File: src/rtl/bit_clock_sequencer.sv
`default_nettype none
// ============================================================================
// Module   : bit_clock_sequencer
// Purpose  : Sequences a divided serial bit clock for one sensor-bus
//            transaction: chip-select, lead half-period, nbits sclk periods
//            with sample/shift strobes, trail half-period, done pulse.
// Ports    : clk, rst_n       - system clock, async active-low reset
//            start, abort     - transaction request / synchronous cancel
//            div_cfg, nbits   - half-period length and bit count (latched)
//            busy, done, cs_n - transaction status and chip select
//            sclk             - registered bit clock
//            sample_stb       - pulse with each sclk leading edge
//            shift_stb        - pulse with each sclk trailing edge
//            bit_idx          - completed bit count
// Options  : SCLK_IDLE_HIGH_EN - when defined sclk idles high (leading edge
//            falling); otherwise sclk idles low.
// Revision : 1.0 - initial release
// ============================================================================
module bit_clock_sequencer #(
  parameter int CLK_PER_BIT = 200,
  parameter int DIV_W       = 16,
  parameter int NBITS_W     = 6
) (
  input  logic               clk,
  input  logic               rst_n,
  input  logic               start,
  input  logic               abort,
  input  logic [DIV_W-1:0]   div_cfg,
  input  logic [NBITS_W-1:0] nbits,
  output logic               busy,
  output logic               done,
  output logic               cs_n,
  output logic               sclk,
  output logic               sample_stb,
  output logic               shift_stb,
  output logic [NBITS_W-1:0] bit_idx
);

  localparam logic [1:0] S_IDLE   = 2'd0;
  localparam logic [1:0] S_LEAD   = 2'd1;
  localparam logic [1:0] S_ACTIVE = 2'd2;
  localparam logic [1:0] S_TRAIL  = 2'd3;

  localparam logic [DIV_W-1:0]   c_default_half = DIV_W'(CLK_PER_BIT);
  localparam logic [DIV_W-1:0]   c_div_one      = DIV_W'(1);
  localparam logic [NBITS_W-1:0] c_bit_one      = NBITS_W'(1);

`ifdef SCLK_IDLE_HIGH_EN
  localparam logic c_sclk_idle = 1'b1;
`else
  localparam logic c_sclk_idle = 1'b0;
`endif

  logic [1:0]         r_state;
  logic [1:0]         w_state_nxt;
  logic [DIV_W-1:0]   r_half;
  logic [NBITS_W-1:0] r_nbits;
  logic [DIV_W-1:0]   r_cnt;
  logic               r_sclk;
  logic               r_sample;
  logic               r_shift;
  logic               r_done;
  logic [NBITS_W-1:0] r_bit_idx;

  logic w_tick;
  logic w_abort;
  logic w_start_ok;
  logic w_accept_run;
  logic w_lead_phase;
  logic w_last_bit;
  logic w_sample_nxt;
  logic w_shift_nxt;
  logic w_done_nxt;

  // Tick marks the last cycle of a half-period; only meaningful while running.
  assign w_tick       = (r_state != S_IDLE) && (r_cnt == (r_half - c_div_one));
  assign w_abort      = abort && (r_state != S_IDLE);
  assign w_start_ok   = (r_state == S_IDLE) && start && !abort;
  assign w_accept_run = w_start_ok && (nbits != '0);
  // sclk away from its idle level means the next ACTIVE toggle is a trailing edge.
  assign w_lead_phase = (r_sclk != c_sclk_idle);
  assign w_last_bit   = w_lead_phase && ((r_bit_idx + c_bit_one) == r_nbits);

  // State register
  always_ff @(posedge clk or negedge rst_n) begin
    if (!rst_n) begin
      r_state <= S_IDLE;
    end else begin
      r_state <= w_state_nxt;
    end
  end

  // Next-state logic
  always_comb begin
    w_state_nxt = r_state;
    case (r_state)
      S_IDLE:   if (w_accept_run) w_state_nxt = S_LEAD;
      S_LEAD:   if (abort) w_state_nxt = S_IDLE;
                else if (w_tick) w_state_nxt = S_ACTIVE;
      S_ACTIVE: if (abort) w_state_nxt = S_IDLE;
                else if (w_tick && w_last_bit) w_state_nxt = S_TRAIL;
      S_TRAIL:  if (abort || w_tick) w_state_nxt = S_IDLE;
      default:  w_state_nxt = S_IDLE;
    endcase
  end

  // Output logic: status decoded from state, strobe/done next values for the
  // output registers below.
  always_comb begin
    busy         = (r_state != S_IDLE);
    cs_n         = (r_state == S_IDLE);
    w_sample_nxt = 1'b0;
    w_shift_nxt  = 1'b0;
    w_done_nxt   = 1'b0;
    case (r_state)
      S_IDLE:   w_done_nxt   = w_start_ok && (nbits == '0);
      S_LEAD:   w_sample_nxt = w_tick && !abort;
      S_ACTIVE: begin
        w_sample_nxt = w_tick && !abort && !w_lead_phase;
        w_shift_nxt  = w_tick && !abort && w_lead_phase;
      end
      S_TRAIL:  w_done_nxt   = w_tick && !abort;
      default:  w_done_nxt   = 1'b0;
    endcase
  end

  // Datapath: latched configuration, half-period counter, registered outputs.
  always_ff @(posedge clk or negedge rst_n) begin
    if (!rst_n) begin
      r_half    <= c_default_half;
      r_nbits   <= '0;
      r_cnt     <= '0;
      r_sclk    <= c_sclk_idle;
      r_sample  <= 1'b0;
      r_shift   <= 1'b0;
      r_done    <= 1'b0;
      r_bit_idx <= '0;
    end else begin
      r_sample <= w_sample_nxt;
      r_shift  <= w_shift_nxt;
      r_done   <= w_done_nxt;

      if (w_accept_run) begin
        r_half  <= (div_cfg == '0) ? c_default_half : div_cfg;
        r_nbits <= nbits;
      end

      if ((r_state == S_IDLE) || w_abort || w_tick) begin
        r_cnt <= '0;
      end else begin
        r_cnt <= r_cnt + c_div_one;
      end

      // Every strobe coincides with an sclk toggle; abort forces idle level.
      if (w_abort) begin
        r_sclk <= c_sclk_idle;
      end else if (w_sample_nxt || w_shift_nxt) begin
        r_sclk <= ~r_sclk;
      end

      if (w_accept_run) begin
        r_bit_idx <= '0;
      end else if (w_shift_nxt) begin
        r_bit_idx <= r_bit_idx + c_bit_one;
      end
    end
  end

  assign done       = r_done;
  assign sclk       = r_sclk;
  assign sample_stb = r_sample;
  assign shift_stb  = r_shift;
  assign bit_idx    = r_bit_idx;

endmodule
`default_nettype wire

File: config.mk
export PLATFORM = sky130hd
export DESIGN_NAME = bit_clock_sequencer
export DESIGN_NICKNAME = d
export VERILOG_FILES = /design/src/rtl/bit_clock_sequencer.sv
export SDC_FILE = /design/constraint.sdc
export NUM_CORES = 1
export LEC_CHECK = 0
export ABC_AREA = 1
export CORE_AREA = 2 2 107 109
export CTS_CLUSTER_SIZE = 30
export DETAILED_ROUTE_END_ITERATION = 10
export DIE_AREA = 0 0 109 111
export SLEW_MARGIN = 25
export SYNTH_ARGS = -nofsm -noshare
export SYNTH_HDL_FRONTEND = slang
export SYNTH_SLANG_ARGS = --single-unit
File: constraint.sdc
create_clock -name clk -period 3.05 [get_ports clk]
set_input_delay 0.7625 -clock clk [delete_from_list [all_inputs] [get_ports clk]]
set_output_delay 0.7625 -clock clk [all_outputs]
set_load 0.005 [all_outputs]
; Word-level counts from Yosys, hierarchy flattened
; Index checks and enable logic that the tools add are counted.
[word_totals]
ram_bits = 0
in_bits = 26
register_bits = 50
out_inout_bits = 12
rom_bits = 0
n_memories = 0
latchBits = 0
elab_cells = 63
[op_classes]
reduce_logical = 25
n_mux = 16
eq_ne = 9
shift = 0
addsub = 3
multipliers = 0
n_bitwise = 1
div = 0
n_lt_le_gt_ge = 0
[op_table]
columns = operator, count
row1 = 2-to-1 mux 16 bit, 2
row2 = adder 16 x 1 -> 16 bit (second input constant), 1
row3 = == test 16 bit, 1
row4 = zero test 16 bit, 1
row5 = subtractor 16 x 1 -> 16 bit (second input constant), 1
row6 = 2-to-1 mux 2 bit, 6
row7 = 2-to-1 mux 6 bit, 2
row8 = logical AND 1 bit, 11
row9 = one-hot mux 2 bit (4 select lines), 1
row10 = adder 6 x 1 -> 6 bit (second input constant), 1
row11 = == test 6 bit, 1
row12 = zero test 6 bit, 1
row13 = != test 3 bit (second input constant), 2
row14 = nonzero test 2 bit, 3
row15 = nonzero test 6 bit, 1
row16 = == test 2 bit (second input constant), 2
row17 = logical OR 1 bit, 4
row18 = one-hot mux 1 bit (2 select lines), 2
row19 = AND reduction 4 bit, 1
row20 = 2-to-1 mux 1 bit, 3
row21 = == test 2 x 1 -> 1 bit (second input constant), 1
row22 = zero test 1 bit, 2
row23 = zero test 2 bit, 1
row24 = != test 2 x 1 -> 1 bit (second input constant), 1
row25 = other kinds (2), 2

; Longest topological paths before layout
[logic_depth]
depth_word = 9
depth_mapped = 17
ltp_nobuf = 17

; Least setup slack after synthesis
; OpenSTA, ideal clock, no wires.
[synth_path]
path_kind = input-to-reg
startpoint = input nbits[3]
endpoint = register r_bit_idx[1], in the netlist bit_idx[1]
slack_ps = 1034
cell_stages = 7
required_time_ps = 2985
setup_time_ps = 65
path_buffers = 2
arrival_time_ps = 1951
path_cell_list = nor4_1 nand3_1 nand2_1 clkbuf_1 clkbuf_1 nand3_1 nand2_1
[synth_via]
elab_chain_cells = 3
word_cells_on_any_way = 4
classes_between = mux (1) / reduce/logical (3)
[synth_lines]
columns = item, line
row1 = from (decl), 29  ; input logic [NBITS_W-1:0] nbits,
row2 = nonzero test 6 bit (*), 79  ; assign w_accept_run = w_start_ok && (nbits != '0);
row3 = logical AND 1 bit (*), 79
row4 = 2-to-1 mux 6 bit or nonzero test 2 bit (tied branches), -
row5 = to (signal assigned), 164  ; r_bit_idx <= r_bit_idx + c_bit_one;
row6 = to (decl), 63  ; logic [NBITS_W-1:0] r_bit_idx;
; Mark *: on every way between the ends. The rest lies on a longest branch, timed or not.
; A chain may end at the register's enable or synchronous reset.

; Worst setup path after layout
[layout_path]
startpoint = register r_state[0]
endpoint = output busy
[layout_via]
elab_chain_cells = 1
[layout_lines]
columns = item, line
row1 = from (decl), 54  ; logic [1:0] r_state;
row2 = from (signal assigned), 89  ; r_state <= w_state_nxt;
row3 = nonzero test 2 bit, 110  ; busy = (r_state != S_IDLE);
row4 = to (decl), 30  ; output logic busy,
; No other way between the ends.

==> summary.md <==
| Metric | Value |
|---|---|
| R2R depth | `14` |
| Nets@finish | `516` |
| Largest fanout on the critical path | `6` |
| Synth area leaders | `dfrtp_1 37%, nand2_1 16%, inv_1 6.8%, nor2_1 6.7%, nand3_1 4.1%` |
| Vias per cell | `4.54` |
| Die Y | `111 um` |
| Synth Cell Area | `0.00320 mm2` |
| Final Core Density | `35.1%` |
| Worst Tran Pin Value | `0.529 ns` |
| Static Leak | `1.79 nW` |
| Area delta synth->final | `21.6%` |
| WP data arrival | `1.80 ns` |
| Setup tns final | `0 ns` |
| Most frequent cells after synthesis | `138 x nand2_1, 58 x inv_1, 57 x nor2_1, 47 x dfrtp_1, 26 x nand3_1` |
| Max clock buf depth | `2` |
| Flops & latches, synth | `50` |
| I/O Pins | `38` |
| H-tree Lvls | `2` |
| Worst Path Required | `2.29 ns` |
| Number of setup violations in the final report | `0` |
| R2r setup slk | `0.62 ns` |
| Status | `complete, no violations` |
| Drt drc | `0` |
| Gr ovfl total | `0` |
| CP startpoint kind | `flop` |
| CP Launch Point | `r_state[0]` |
| RePlAce Congestion | `0.873` |
| Yosys top cell area share | `36.8%` |
| First-pass GRT wire length | `12600 um` |
| Setup crit end | `busy` |
| WS Path Type | `reg2out` |
| Via count | `2849` |
| Chip Width | `109 um` |
| Async S/R FF share, synth | `100%` |
| Die area | `0.0121 mm2` |
| Largest net degree at the start of global routing | `29` |
| Crit Reg-Reg Startpoint | `r_state[0]` |
| Prevailing post-synth register cell | `dfrtp_1` |
| Clock root cell | `clkbuf_16` |
| GRT Total Usage | `12.9%` |
| Clock Sinks | `50` |
| Tcrit/Tclk final | `83.9%` |
| Top-count cell post-synth | `nand2_1` |
| Reg clk slew, reported paths | `0.07 ns` |
| Post-CTS Setup Bufs | `0` |
| CTS Buf Count | `5` |
| Final Cell Area | `0.00389 mm2` |
| Routed WL | `7520 um` |
| Clock Skews | `0.00796 ns` |
| Wire length per cell | `12.0 um` |
| CTS resizes | `0` |
| Min Tclk post-route | `2.56 ns` |
| Post-synth EDFFs | `0` |
| End of the worst register-to-register path | `r_cnt[13]` |
| CTS tree | `done` |
| Endpoint class of the critical path | `primary output` |
| Dominant cell type by area after synthesis | `dfrtp_1` |
| Max-cap viol count | `0` |
| DR pass1 iterations | `4` |
| Post-DRT Antenna Nets | `0` |
| Input/output buffers | `37` |
| YS warnings | `0` |
| Pins Over Slew Limit | `0` |
| Post-synthesis sequential area ratio | `39.2%` |
| Slew margin rel. | `64.7%` |
| FMAX | `391 MHz` |
| Core box area | `0.0111 mm2` |
| Max IR drop VDD | `0.000309 V` |
| Avg Cell Area, Syn | `7.25 um2` |
| Worst Hold Class | `in2async` |
| FP Rows | `39` |
| Area after DPL | `0.00374 mm2` |
| Clock latency on the worst-skew pair | `0.29 ns` |
| Vias in the first global route | `2666` |
| CTS Hold Buffers Added | `0` |
| Syn Nets | `474` |
| Drt initial violations | `215` |
| RSZ-0062 raised after global routing | `no` |
| Share of cells above drive strength 1 | `7.85%` |
| Cells after synthesis | `441` |
| Power Dens Cells | `705 mW/mm2` |
| HPWL Detailed | `6010 um` |
| Initial antenna violation count | `0` |
| Final Hold Fails | `0` |
| Synth unique cells | `35` |
| ANT cells | `0` |
| Initial Utilization | `28.9%` |
cell type report:
class | instances | area (um2)
tap | 143 | 179
sequential | 50 | 1250
clock buffer | 6 | 139
fill | 1141 | 7190
inverter | 60 | 225
timing repair buffer | 40 | 388
multi-input combinational | 326 | 1690
clock inverter | 2 | 12.5
cell usage in the layout (no fill, tap or decap), types with 8 or more instances in the layout:
master and count:
clkdlybuf4s50_1 36, inv_1 58, xnor2_1 9, nand3_1 26, nand2_1 138, dfrtp_1 47
nand4_1 8, o21ai_0 16, nor2_1 57, xor2_1 8
state kept, by name (all words and copies together) (netlist names):
name / flops
r_cnt: 16
r_half: 16
bit_idx: 6
r_nbits: 6
r_state: 2
done: 1
sample_stb: 1
sclk: 1
shift_stb: 1
routing by layer:
layer	up-vias	part of all wire (%)	global-route usage, %
met5	-	0	0
met4	0	1.2	3.16
met1	1297	48	18.6
met3	6	4.0	1.41
met2	66	46	20.3
li1	1480	-	-
logic make-up after synthesis:
family | count (synthesis) | share of synthesized area [%]
AO/OA/AOI/OAI | 30 | 5.32
XOR/XNOR | 19 | 5.87
adder cells (fa/ha/maj) | 7 | 2.74
buffers and inverters | 65 | 7.86
flip-flops | 50 | 39.2
multiplexers | 1 | 0.313
AND/OR/NAND/NOR | 269 | 38.7
power breakdown:
group | total [mW] | switching [mW] | internal, mW
Clock | 0.571 | 0.246 | 0.325
Combinational | 1.16 | 0.720 | 0.445
Sequential | 1.01 | 0.170 | 0.837
worst max-delay path, cell delays in order, from the launching register on:
cell             delay [ns]
dfrtp_1                0.41
inv_1                  0.08
ha_1                   0.25
inv_1                  0.22
clkdlybuf4s50_1        0.55
worst min path at each step:
stage          cells after the start        from  slack, ns         end
2_1_floorplan                      2  r_nbits[5]       0.46  r_nbits[5]
3_3_place_gp                       2  r_nbits[5]       0.48  r_nbits[5]
3_5_place_dp                       2  r_nbits[4]       0.49  r_nbits[4]
4_1_cts                            1       rst_n       0.47  sample_stb
5_1_grt                            1       rst_n       0.49  sample_stb
6_report                           1       rst_n       0.44  sample_stb
per-stage QoR:
step	instances	setup WS, ns	power [mW]	hold WS [ns]
2_1_floorplan	441	1.03	1.86	0.463
3_3_place_gp	619	0.588	2.16	0.483
3_5_place_dp	619	0.555	2.17	0.494
4_1_cts	627	0.483	2.76	0.471
5_1_grt	627	0.364	2.97	0.487
6_report	627	0.491	2.74	0.444
No activity file was read; power rests on OpenSTA's default activity.
